## src/rtl/ulm_sequencer.sv

```systemverilog
// Instruction sequencer for the ULM core: fetch, decode, execute, optional
// bus/IO wait, retire, plus halt, single-step pause and fetch/bus timeout.
module ulm_sequencer #(
    parameter int TIMEOUT = 256,
    parameter int CNT_W   = 32
) (
    input  logic             clk,
    input  logic             rst,
    output logic             fetch_req,
    input  logic             mem_ready,
    output logic             ir_load,
    output logic             dec_en,
    output logic             exec_en,
    input  logic             is_halt,
    input  logic             is_bus,
    input  logic             is_io,
    input  logic             jmp_taken,
    input  logic             bus_done,
    input  logic             io_done,
    input  logic             step_mode,
    input  logic             step,
    output logic             pc_step,
    output logic             pc_jmp,
    output logic [CNT_W-1:0] retired,
    output logic             halted,
    output logic             fault,
    output logic [2:0]       state_o
);

    typedef enum logic [2:0] {
        S_FETCH    = 3'd0,
        S_DECODE   = 3'd1,
        S_EXEC     = 3'd2,
        S_WAIT_BUS = 3'd3,
        S_WAIT_IO  = 3'd4,
        S_RETIRE   = 3'd5,
        S_PAUSE    = 3'd6,
        S_STOP     = 3'd7
    } state_t;

    localparam bit                TO_EN   = (TIMEOUT > 0);
    localparam int                TO_W    = (TIMEOUT > 1) ? $clog2(TIMEOUT) : 1;
    localparam logic [TO_W-1:0]   TO_LAST = TO_W'((TIMEOUT > 0) ? TIMEOUT - 1 : 0);

    state_t           state_reg, state_next;
    logic [TO_W-1:0]  tmo_reg, tmo_next;
    logic [CNT_W-1:0] retired_reg, retired_next;
    logic             fault_reg, fault_next;
    logic             timeout_hit;

    // The counter is only meaningful in FETCH and WAIT_BUS; a ready/done
    // pulse on the last allowed cycle takes priority over the timeout.
    assign timeout_hit = TO_EN && (tmo_reg == TO_LAST);

    always_ff @(posedge clk or posedge rst) begin
        if (rst) begin
            state_reg   <= S_FETCH;
            tmo_reg     <= '0;
            retired_reg <= '0;
            fault_reg   <= 1'b0;
        end else begin
            state_reg   <= state_next;
            tmo_reg     <= tmo_next;
            retired_reg <= retired_next;
            fault_reg   <= fault_next;
        end
    end

    always_comb begin
        state_next = state_reg;
        fault_next = fault_reg;
        unique case (state_reg)
            S_FETCH: begin
                if (mem_ready) begin
                    state_next = S_DECODE;
                end else if (timeout_hit) begin
                    state_next = S_STOP;
                    fault_next = 1'b1;
                end
            end
            S_DECODE: state_next = S_EXEC;
            S_EXEC: begin
                if (is_halt)      state_next = S_STOP;
                else if (is_bus)  state_next = S_WAIT_BUS;
                else if (is_io)   state_next = S_WAIT_IO;
                else              state_next = S_RETIRE;
            end
            S_WAIT_BUS: begin
                if (bus_done) begin
                    state_next = S_RETIRE;
                end else if (timeout_hit) begin
                    state_next = S_STOP;
                    fault_next = 1'b1;
                end
            end
            S_WAIT_IO: begin
                if (io_done) state_next = S_RETIRE;
            end
            S_RETIRE: state_next = step_mode ? S_PAUSE : S_FETCH;
            S_PAUSE: begin
                if (step || !step_mode) state_next = S_FETCH;
            end
            S_STOP:  state_next = S_STOP;
            default: state_next = S_STOP;
        endcase
    end

    // Any state change clears the counter, so every entry into FETCH or
    // WAIT_BUS starts counting from zero.
    always_comb begin
        if (state_next != state_reg) tmo_next = '0;
        else                         tmo_next = tmo_reg + 1'b1;
    end

    always_comb begin
        retired_next = retired_reg;
        if (state_reg == S_RETIRE) retired_next = retired_reg + 1'b1;
    end

    // Outputs are forced low while reset is held, independent of the clock.
    assign fetch_req = !rst && (state_reg == S_FETCH);
    assign ir_load   = fetch_req && mem_ready;
    assign dec_en    = !rst && (state_reg == S_DECODE);
    assign exec_en   = !rst && (state_reg == S_EXEC);
    assign pc_step   = !rst && (state_reg == S_RETIRE) && !jmp_taken;
    assign pc_jmp    = !rst && (state_reg == S_RETIRE) && jmp_taken;
    assign halted    = !rst && (state_reg == S_STOP);
    assign fault     = !rst && fault_reg;
    assign retired   = rst ? '0 : retired_reg;
    assign state_o   = rst ? 3'd0 : state_reg;

endmodule

```

## config.mk

```make
export PLATFORM = sky130hd
export DESIGN_NAME = ulm_sequencer
export DESIGN_NICKNAME = d
export VERILOG_FILES = /design/src/rtl/ulm_sequencer.sv
export SDC_FILE = /design/constraint.sdc
export NUM_CORES = 1
export LEC_CHECK = 0
export CAP_MARGIN = 5
export CORE_UTILIZATION = 38
export DETAILED_ROUTE_END_ITERATION = 10
export HOLD_SLACK_MARGIN = 0.08
export PLACE_DENSITY_LB_ADDON = 0.15
export RECOVER_POWER = 25
export REMOVE_ABC_BUFFERS = 1
export SYNTH_ARGS = -nofsm -noshare
export SYNTH_HDL_FRONTEND = slang
export SYNTH_SLANG_ARGS = --single-unit
```

## constraint.sdc

```tcl
create_clock -name clk -period 3.2 [get_ports clk]
set_input_delay 0.64 -clock clk [delete_from_list [all_inputs] [get_ports clk]]
set_output_delay 0.64 -clock clk [all_outputs]
set_load 0.05 [all_outputs]
```

[Word level (Yosys, flattened, before mapping)]
Index checks and enable logic that the tools add are counted.
Cells by class
  add/subtract/negate cells: 2
  equal/unequal tests: 11
  mux-type cells: 17
  reductions and logical operators: 16
Operator list (count)
  $add A32 B1 Y32 const B: 1
  $mux W32: 1
  $mux W3: 9
  $pmux W3 S8: 1
  $eq A3 B3 Y1 const B: 4
  $logic_and A1 B1 Y1: 9
  $add A8 B1 Y8 const B: 1
  $eq A8 B8 Y1 const B: 1
  $mux W8: 1
  $eq A3 B2 Y1 const B: 2
  $mux W1: 4
  $ne A2 B2 Y1 const B: 2
  $eq A3 B1 Y1 const B: 1
  $logic_not A1 Y1: 3
  $logic_not A3 Y1: 1
  $ne A3 B3 Y1: 1
  $reduce_and A3 Y1: 1
  $pmux W1 S2: 1
  $reduce_bool A2 Y1: 1
  $logic_or A1 B1 Y1: 1
Storage, ports and cells
  flip-flop bits (word level): 44
  input bits: 11
  output and inout port bits: 43
  word-level logic and storage cells: 50

[Logic depth before layout (Yosys ltp)]
Gate-level depths: netlist of run 1.
  word-level depth: 6
  gate-level depth with buffers: 6
  depth with buffers taken out: 5

[Least setup slack after synthesis of run 1]
Ideal clock, no wire load.
  path type: in2out
  from: in rst
  to: out ir_load
  data arrival time: 2528 ps
  required time: 2560 ps
  slack: 32 ps
  cell stages on the path: 3
  buffers on the path: 1
  cells stage by stage: clkbuf_1 nor3_1 and2_1
Between the ends
  longest elaborated chain between the ends: 3
Ends and longest elaborated chain
  start: declaration: line 8  | input logic rst,
  $logic_not A1 Y1: line 121  | assign fetch_req = !rst && (state_reg == S_FETCH);
  $logic_and A1 B1 Y1: line 121
  net fetch_req: line 9  | output logic fetch_req,
  $logic_and A1 B1 Y1: line 122  | assign ir_load = fetch_req && mem_ready;
  end: declaration: line 11  | output logic ir_load,
The timed path passes the listed nets, and every way through them passes these cells.

[Final worst setup path of run 1]
  from: in rst
  to: out pc_step
Between the ends
  longest elaborated chain between the ends: 3
Ends and longest elaborated chain
  $logic_not A1 Y1: line 125  | assign pc_step = !rst && (state_reg == S_RETIRE) && !jmp_taken;
  $logic_and A1 B1 Y1 (2 in a row): line 125
  end: declaration: line 22  | output logic pc_step,
No other way between the ends.

==> metrics.md, run 1 <==
| Metric | Value |
|---|---|
| Top cells by area, synth | `dfrtp_1 41%, nor2b_1 8.0%, xor2_1 6.9%` |
| Tot Pwr | `1810 uW` |
| WHS Endpoint | `fault_reg` |
| Worst path arrival time | `2.21 ns` |
| Routability-driven placement congestion ratio | `0.836` |
| Area share of the largest cell type after synthesis | `0.412` |
| Final hold viol count | `0` |
| Inst Count DP | `416` |
| Hold path cells | `1` |
| Largest stage delay, worst path | `0.68 ns` |
| CP Launch Type | `input pin` |
| Vias in the first global route | `2031` |
| Setup TNS | `0 ns` |
| Port Buffers | `53` |
| Multi-input gate area | `1490 um2` |
| Placeable Area | `6790 um2` |
| Most frequent CP cell | `nor2_1` |
| Reg2reg start | `state_reg[2]` |
| Hold-fix buffers at CTS | `0` |
| Die height | `85.9 um` |
| Share of cells above drive strength 1 | `0.239` |
| Fin util | `0.557` |
| FMAX | `351 MHz` |
| Fin cells | `423` |
| Top FF cell, synth | `dfrtp_1` |
| Worst hold path type | `reg2reg` |
| YS warnings | `0` |
| Crit-path max FO | `6` |
| Total track usage | `0.163` |
| Status | `complete, no violations` |
| Register area | `1100 um2` |
| Num CTS Buffers | `5` |
| Largest net degree at the start of global routing | `45` |
| Placed inst area | `3710 um2` |
| CP Class | `in2out` |
| PwrDens | `480 nW/um2` |
| Cell area after layout | `3780 um2` |
| Clock Sink Count | `44` |
| Layout Skew | `0.0145 ns` |
| Initial Util | `0.393` |
| P&R area growth vs syn | `41.5%` |
| Vias post-DR | `2117` |
| Largest delay share family, worst path | `buffers and inverters` |
| Die area | `7370 um2` |
| Seq/Total Area, Yosys | `0.412` |
| Setup crit end kind | `output port` |
| CTS tree | `done` |
| Post-synth ARST share | `1.00` |
| Least-Margin Pin Slew | `1.07 ns` |
| Filler cell count in the final layout | `597` |
| Routed WL | `5570 um` |
| Antenna Cells | `0` |
| Buffers & Inverters on Critical Path | `3` |
| Vias per inst | `5.00` |
| Post-synthesis cell count | `273` |
| Antenna violations before repair | `0` |
| Dominant cell type by area after synthesis | `dfrtp_1` |
| CP max-delay cell | `dlygate4sd3_1` |
| Max-slew violation count | `0` |
| Leak | `0.00163 uW` |
| Final min period | `2.85 ns` |
| Worst-skew pair later-pin latency | `0.29 ns` |
| VDD IR max | `0.000322 V` |
| Worst hold path startpoint | `fault_reg` |
| Relative slew slack | `0.288` |
| CP cell instances | `dlygate4sd3_1 > buf_4 > nor2_1 > nand2_1 > nor2_1 > buf_12` |
| R2R depth | `4` |
| DIE WIDTH | `85.9 um` |
| Yosys reg bits | `44` |
| Top-count cell post-synth | `dfrtp_1` |
| Routed WL per cell | `13.2 um` |
| DRT iter0 DRCs | `76` |
| Congestion Overflow GR | `0` |
| EDFF count, synth | `0` |
| DRC viols | `0` |
| Setup Buffers After CTS | `0` |
| Worst endpoint required time | `2.56 ns` |
| Setup violators final | `0` |
| Clock slew at reported path FFs | `0.07 ns` |
| Nets@finish | `340` |
| Number of gates resized after cts | `0` |
| Post-DRT Antenna Nets | `0` |
| Cell Area, Synth | `2670 um2` |
| Most instantiated cells after synthesis | `44 x dfrtp_1, 34 x nor2b_1, 21 x xor2_1` |
| CTS Root Cell | `clkbuf_8` |
| FF-to-FF End | `retired_reg[29]` |
| Global-route wire length before repair | `9600 um` |
| CTS Buffer Depth | `2` |
| Max cap viols | `0` |
| DR pass1 iterations | `4` |
| DP Wirelength | `4140 um` |
| H-Tree Depth | `2` |
| Final worst path period share | `0.890` |
| RSZ-0062 raised after global routing | `false` |
| Synth Area per Inst | `9.79 um2` |
| Distinct cell type count after synthesis | `50` |
| Max FFs per register | `32` |
| # IOs | `54` |
| FP Rows | `30` |
| Reg2reg setup slack | `1.29 ns` |
[per-stage QoR]
stage	setup WS, ns	hold WS, ns
2_1_floorplan	0.160	0.433
3_3_place_gp	0.451	0.459
3_5_place_dp	0.433	0.455
4_1_cts	0.422	0.472
5_1_grt	0.246	0.494
6_report	0.353	0.468
[worst max-delay path by stage]
stage	startpoint	end	slack, ns	cells after the start
after floorplan	state_reg[0]	ir_load	0.16	3
after global placement	rst	pc_step	0.45	6
after detailed placement	rst	pc_step	0.43	6
after CTS	rst	pc_step	0.42	6
after global routing	rst	pc_step	0.25	6
final	rst	pc_step	0.35	6
[metal layers]
layer,vias to the layer above,share of wire,GRT usage
met3,6,0.029,0.0308
met4,0,0.010,0.0485
met2,42,0.48,0.264
li1,1068,-,-
met5,-,0,0
met1,1001,0.48,0.223
[where the power goes]
group	internal (uW)	switching, uW	total, uW
Sequential	615	129	744
Clock	149	179	328
Combinational	314	429	743
Total	1080	737	1810
[cells by family after synthesis]
group | synth area share
xor+xnor | 0.124
fa+ha+maj | 0.00936
flops | 0.412
compound gates | 0.0744
buf+inv | 0.0323
simple gates | 0.348
[placed cells by master (no fill, tap or decap), types with 4 or more instances in the layout]
cell and n:
dfrtp_1 44, buf_12 41, nor2b_1 34, xor2_1 21
nor2_1 17, nand2_1 17, xnor2_1 15, nand3_1 13
and3_1 9, clkdlybuf4s50_1 9, nand4_1 8, inv_1 7
a211oi_1 6, nor4_2 6, nor3_1 5, nor3_2 5
a21oi_1 5, clkbuf_8 5, buf_4 5, and4_1 4
and2_1 4, o21ai_0 4
[final cells by class]
cell class | count | share of cell area
multi-input cells | 210 | 0.393
flip-flops and latches | 44 | 0.291
repair buffers | 57 | 0.255
well taps | 96 | 0.0318
clock buffers | 6 | 0.0192
inverters | 9 | 0.00893
clock inverters | 1 | 0.00132
Note: power is estimated with default switching activity, not from simulation.
==> inputs of run 2 (changes only) <==
--- a/config.mk
+++ b/config.mk
@@ -7,7 +7,9 @@
 export LEC_CHECK = 0
 export CAP_MARGIN = 5
 export CORE_UTILIZATION = 38
+export CTS_CLUSTER_DIAMETER = 200
 export DETAILED_ROUTE_END_ITERATION = 10
+export GPL_TIMING_DRIVEN = 0
 export HOLD_SLACK_MARGIN = 0.08
 export PLACE_DENSITY_LB_ADDON = 0.15
 export RECOVER_POWER = 25
==> run 2 against run 1 <==
  * Clock power increased by 35%
  * Cell count down 0.24%
  * Final area is 8.8% lower
  * Clock-buffer cell count did not move
  * Die area unchanged
  * Global-route usage decreased by 0.70 points
  * Fmax shrank 4.2%
  * Utilization decreased by 4.9 points
  * Non-clock buffer count is 2 lower
  * Flip-flop and latch count is the same
  * Largest cell class unchanged
==> metrics.md, run 2 (synthesis gave the netlist of run 1 again) <==
| Metric | Value |
|---|---|
| Status | `complete, no violations (unchanged)` |
| Worst-skew pair later-pin latency | `0.30 ns (was 0.29 ns)` |
| Final min period | `2.97 ns (was 2.85 ns)` |
| Commonest non-fill, non-tap cell in the layout | `clkdlybuf4s50_1 (was dfrtp_1)` |
| Vias per inst | `4.93 (was 5.00)` |
| FP Rows | `30 (unchanged)` |
| Worst hold path type | `reg2reg (unchanged)` |
| Setup crit end kind | `output port (unchanged)` |
| Crit-path max FO | `16 (was 6)` |
| CTS tree | `done (unchanged)` |
| Fin util | `0.508 (was 0.557)` |
| Die height | `85.9 um (unchanged)` |
| PwrDens | `537 nW/um2 (was 480 nW/um2)` |
| Antenna violations before repair | `0 (unchanged)` |
| Final worst path period share | `0.928 (was 0.890)` |
| Register area | `1100 um2 (about the same)` |
| Clock slew at reported path FFs | `0.07 ns (about the same)` |
| Routed WL | `5320 um (was 5570 um)` |
| Worst path arrival time | `2.33 ns (was 2.21 ns)` |
| Layout Skew | `0.0113 ns (was 0.0145 ns)` |
| # IOs | `54 (unchanged)` |
| Routed WL per cell | `12.6 um (was 13.2 um)` |
| Leak | `0.00146 uW (was 0.00163 uW)` |
| Fin cells | `422 (was 423)` |
| P&R area growth vs syn | `29.0% (was 41.5%)` |
| Reg2reg start | `state_reg[1] (was state_reg[2])` |
| Placeable Area | `6790 um2 (unchanged)` |
| Inst Count DP | `414 (was 416)` |
| Cell area after layout | `3450 um2 (was 3780 um2)` |
| Setup violators final | `0 (unchanged)` |
| Vias in the first global route | `1904 (was 2031)` |
| Port Buffers | `53 (unchanged)` |
| Clock Sink Count | `44 (unchanged)` |
| RSZ-0062 raised after global routing | `false (unchanged)` |
| Worst endpoint required time | `2.56 ns (about the same)` |
| VDD IR max | `0.000382 V (was 0.000322 V)` |
| CP endpoint | `ir_load (was pc_step)` |
| Global-route wire length before repair | `9170 um (was 9600 um)` |
| DIE WIDTH | `85.9 um (unchanged)` |
| Max cap viols | `0 (unchanged)` |
| Nets@finish | `338 (was 340)` |
| DP Wirelength | `3940 um (was 4140 um)` |
| FMAX | `337 MHz (was 351 MHz)` |
| Routability-driven placement congestion ratio | `0.839 (was 0.836)` |
| DRT iter0 DRCs | `129 (was 76)` |
| R2R depth | `4 (unchanged)` |
| Die area | `7370 um2 (unchanged)` |
| DR pass1 iterations | `4 (unchanged)` |
| Largest net degree at the start of global routing | `28 (was 45)` |
| Relative slew slack | `0.659 (was 0.288)` |
| Most frequent cells in the layout | `50 x clkdlybuf4s50_1, 43 x dfrtp_1, 34 x nor2b_1, 21 x xor2_1 (was 44 x dfrtp_1, 41 x buf_12, 34 x nor2b_1, 21 x xor2_1)` |
| DRC viols | `0 (unchanged)` |
| FF-to-FF End | `retired_reg[31] (was retired_reg[29])` |
| Fin Hold WS | `0.460 ns (was 0.468 ns)` |
| Placed inst area | `3320 um2 (was 3710 um2)` |
| Antenna Cells | `0 (unchanged)` |
| CP Class | `in2out (unchanged)` |
| CTS Buffer Depth | `2 (unchanged)` |
| Max-slew violation count | `0 (unchanged)` |
| CP Launch Type | `input pin (unchanged)` |
| Max FFs per register | `32 (unchanged)` |
| Initial Util | `0.393 (unchanged)` |
| Filler cell count in the final layout | `657 (was 597)` |
| Total track usage | `0.156 (was 0.163)` |
| Vias post-DR | `2080 (was 2117)` |
| CTS Root Cell | `clkbuf_8 (unchanged)` |
| Congestion Overflow GR | `0 (unchanged)` |
| Num CTS Buffers | `5 (unchanged)` |
| Tot Pwr | `1850 uW (was 1810 uW)` |
| Post-DRT Antenna Nets | `0 (unchanged)` |
| Final hold viol count | `0 (unchanged)` |
| Crit path from | `rst (unchanged)` |
| Least-Margin Pin Slew | `0.510 ns (was 1.07 ns)` |
| Reg2reg setup slack | `1.27 ns (was 1.29 ns)` |
| Multi-input gate area | `1490 um2 (unchanged)` |
| Share of cells above drive strength 1 | `0.120 (was 0.239)` |
| H-Tree Depth | `2 (unchanged)` |
run 2: changes by cell type in the layout (fill, tap and decap cells not counted), sizes merged:
cell,change
dlygate4sd3,-1
clkinv,-2
clkbuf,-1
clkdlybuf4s15,+1
bufinv,+1
clkinvlp,+1
inv,+1
clkdlybuf4s50,+41
dlygate4sd2,+2
buf,-44
run 2: area by class of cell:
class | count | area share
tap | 96 | 0.0348
clock buffer | 6 | 0.0239
multi-input combinational | 210 | 0.431
clock inverter | 2 | 0.0112
timing repair buffer | 55 | 0.167
inverter | 9 | 0.0123
sequential | 44 | 0.320
run 2: report_power, final:
part           leakage, uW  internal [uW]  switching [uW]
clock            0.0000614            255             188
combinational     0.000800            248             410
sequential        0.000600            617             134
run 2: worst min path at each step:
stage	to	startpoint	cells past startpoint	slack [ns]
global route	fault_reg	fault_reg	1	0.48
finish	fault_reg	fault_reg	1	0.46
global placement	fault_reg	fault_reg	1	0.45
CTS	fault_reg	fault_reg	1	0.47
detailed placement	fault_reg	fault_reg	1	0.45
floorplan	fault_reg	fault_reg	1	0.43
run 2: routing by layer:
| metal | wire, um | vias up | GRT usage | share of wire |
|---|---|---|---|---|
| met1 | 2630 | 964 | 0.215 | 0.50 |
| met2 | 2400 | 51 | 0.244 | 0.45 |
| met4 | 46 | 0 | 0.0424 | 0.0087 |
| li1 | - | 1059 | - | - |
| met5 | 0 | - | 0 | 0 |
| met3 | 232 | 6 | 0.0414 | 0.044 |
run 2: critical path, stage by stage:
cell             delay, ns
clkdlybuf4s15_2       0.39
nor3_1                0.32
and2_1                0.17
clkdlybuf4s50_1       0.80
run 2: repair_timing:
action | in CTS | in global routing
buffers inserted | 0 | 0
gates resized for setup | 7 | 2
hold buffers | 0 | 0
endpoints found under the setup margin | 39 | 2
run 2: stage by stage:
stage          setup WS [ns]  TNS, ns
2_1_floorplan          0.160        0
3_3_place_gp           -2.16   -51.45
3_5_place_dp          -0.745    -6.94
4_1_cts               0.0541        0
5_1_grt                0.115        0
6_report               0.230        0
==> inputs of run 3 (changes only) <==
==> constraint.sdc (replaced) <==
create_clock -name clk -period 3.2 [get_ports clk]
set_input_delay 0.96 -clock clk [delete_from_list [all_inputs] [get_ports clk]]
set_output_delay 0.96 -clock clk [all_outputs]
set_load 0.05 [all_outputs]
==> run 3 against run 2 <==
  * Register-to-register slack hardly changed
  * Sequential power is essentially flat
  * Critical path depth decreased by 1
  * Combinational power shrank 2%
  * Clock-buffer cell count unchanged
  * Largest power group unchanged
  * Highest routed layer unchanged
==> metrics.md, run 3 (synthesis gave the netlist of run 1 again) <==
| Metric | Value |
|---|---|
| Status | `complete, no violations (unchanged)` |
| Least-Margin Pin Slew | `0.510 ns (about the same)` |
| Post-DRT Antenna Nets | `0 (unchanged)` |
| Relative slew slack | `0.659 (about the same)` |
| Max FFs per register | `32 (unchanged)` |
| CTS tree | `done (unchanged)` |
| Largest net degree at the start of global routing | `28 (unchanged)` |
| Leak | `0.00160 uW (was 0.00146 uW)` |
| CP Class | `in2out (unchanged)` |
| CP Launch Type | `input pin (unchanged)` |
| Cell internal pwr | `1110 uW (was 1120 uW)` |
| Total track usage | `0.156 (about the same)` |
| Clock power frac | `0.242 (was 0.240)` |
| Vias per inst | `4.97 (was 4.93)` |
| NetSw | `732 uW (about the same)` |
| Routability-driven placement congestion ratio | `0.839 (unchanged)` |
| Vias in the first global route | `1898 (was 1904)` |
| FMAX | `316 MHz (was 337 MHz)` |
| CP max-delay cell | `clkdlybuf4s50_1 (unchanged)` |
| DIE WIDTH | `85.9 um (unchanged)` |
| Crit-path max FO | `16 (unchanged)` |
| FP Rows | `30 (unchanged)` |
| Share of total power in combinational logic | `0.350 (was 0.355)` |
| CTS Root Cell | `clkbuf_8 (unchanged)` |
| Global-route wire length before repair | `9150 um (was 9170 um)` |
| Setup TNS | `0 ns (unchanged)` |
| DP Wirelength | `3940 um (unchanged)` |
| Placeable Area | `6790 um2 (unchanged)` |
| Worst hold path type | `reg2reg (unchanged)` |
| Die height | `85.9 um (unchanged)` |
| Worst path arrival time | `2.20 ns (was 2.33 ns)` |
| Worst-skew pair later-pin latency | `0.30 ns (about the same)` |
| Share of cells above drive strength 1 | `0.126 (was 0.120)` |
| Max cap viols | `0 (unchanged)` |
| Final hold viol count | `0 (unchanged)` |
| Largest stage delay, worst path | `0.82 ns (was 0.80 ns)` |
| Critical path depth | `3 (was 4)` |
| Die area | `7370 um2 (unchanged)` |
| P&R area growth vs syn | `27.5% (was 29.0%)` |
| DRC viols | `0 (unchanged)` |
| Register area | `1100 um2 (unchanged)` |
| Antenna violations before repair | `0 (unchanged)` |
| Setup violators final | `0 (unchanged)` |
| Worst endpoint required time | `2.24 ns (was 2.56 ns)` |
| RSZ-0062 raised after global routing | `false (unchanged)` |
| R2R depth | `4 (unchanged)` |
| Num CTS Buffers | `5 (unchanged)` |
| Final min period | `3.16 ns (was 2.97 ns)` |
| Hold-fix buffers at CTS | `0 (unchanged)` |
| H-Tree Depth | `2 (unchanged)` |
| Nets@finish | `338 (unchanged)` |
| # IOs | `54 (unchanged)` |
| VDD IR max | `0.000382 V (about the same)` |
| Fin cells | `422 (unchanged)` |
| DR pass1 iterations | `4 (unchanged)` |
| Layout Skew | `0.0108 ns (was 0.0113 ns)` |
| Buffers & Inverters on Critical Path | `2 (unchanged)` |
| Final worst path period share | `0.989 (was 0.928)` |
| Vias post-DR | `2096 (was 2080)` |
| Most frequent cells in the layout | `43 x dfrtp_1, 34 x nor2b_1, 30 x dlygate4sd2_1, 21 x xor2_1, 19 x clkdlybuf4s50_1 (was 50 x clkdlybuf4s50_1, 43 x dfrtp_1, 34 x nor2b_1, 21 x xor2_1)` |
| Switch share | `0.398 (was 0.395)` |
| Port Buffers | `53 (unchanged)` |
| PwrDens | `539 nW/um2 (was 537 nW/um2)` |
| Multi-input gate area | `1490 um2 (unchanged)` |
| Clock slew at reported path FFs | `0.07 ns (about the same)` |
| Initial Util | `0.393 (unchanged)` |
| Commonest non-fill, non-tap cell in the layout | `dfrtp_1 (was clkdlybuf4s50_1)` |
| DRT iter0 DRCs | `127 (was 129)` |
| Largest delay share family, worst path | `buffers and inverters (unchanged)` |
| Clock Sink Count | `44 (unchanged)` |
| Inst Count DP | `414 (unchanged)` |
| Setup crit end kind | `output port (unchanged)` |
| Antenna Cells | `0 (unchanged)` |
| CP cell instances | `clkbuf_4 > nor2b_1 > clkdlybuf4s50_1 (was clkdlybuf4s15_2 > nor3_1 > and2_1 > clkdlybuf4s50_1)` |
| Routed WL per cell | `12.6 um (about the same)` |
| Routed WL | `5310 um (was 5320 um)` |
| Max-slew violation count | `0 (unchanged)` |
| CTS Buffer Depth | `2 (unchanged)` |
| Congestion Overflow GR | `0 (unchanged)` |
| Hold path cells | `1 (unchanged)` |
| Filler cell count in the final layout | `653 (was 657)` |
| Seq pwr share | `0.408 (was 0.405)` |
==> run 3: changes by cell type in the layout (fill, tap and decap cells not counted) <==
cell             delta
clkdlybuf4s15_2     -1
clkdlybuf4s18_2     +1
buf_2               +1
inv_6               -1
clkdlybuf4s50_1    -31
clkbuf_4            +1
clkdlybuf4s15_1     +1
inv_8               +1
dlygate4sd2_1      +28
==> run 3: repair_timing <==
action / in CTS / in global routing
endpoints found under the setup margin: 43 / 8
gates resized for setup: 45 / 7
setup buffers: 0 / 0
==> run 3: power groups by stage <==
stage / Combinational (uW) / Sequential, uW / Clock [uW]
CTS: 647 / 746 / 459
finish: 643 / 751 / 444
detailed placement: 658 / 757 / 0
global route: 704 / 767 / 478
floorplan: 484 / 717 / 0
global placement: 648 / 755 / 0
==> run 3: worst paths after layout <==
check / from / end / slack (ns)
min: fault_reg / fault_reg / 0.46
min reg2reg: fault_reg / fault_reg / 0.46
max: rst / retired[22] / 0.04
max reg2reg: state_reg[1] / retired_reg[31] / 1.27
max in group asynchronous: rst / state_reg[2] / 2.08
min in group asynchronous: rst / retired_reg[12] / 0.74
==> run 3: metal layers <==
| layer | routed length, um | track usage |
|---|---|---|
| met4 | 46 | 0.0424 |
| met3 | 221 | 0.0395 |
| met5 | 0 | 0 |
| met1 | 2630 | 0.215 |
| met2 | 2410 | 0.243 |
==> run 3: final cells by class <==
cell class / instances / area share
Multi-Input combinational cell: 210 / 0.436
Clock buffer: 6 / 0.0242
Timing Repair Buffer: 55 / 0.156
Sequential cell: 44 / 0.324
Inverter: 9 / 0.0132
Clock inverter: 2 / 0.0114
Tap cell: 96 / 0.0353
==> run 3: metrics by stage <==
step	utilization	setup slack, ns	instance area, um2	hold WS (ns)	total power, uW
finish	0.501	0.0364	3410	0.463	1840
floorplan	-	-0.398	2620	0.433	1200
CTS	0.501	0.00100	3410	0.467	1850
global route	0.501	0.00217	3410	0.476	1950
detailed placement	0.488	-1.39	3320	0.449	1410
global placement	0.481	-2.80	3270	0.446	1400
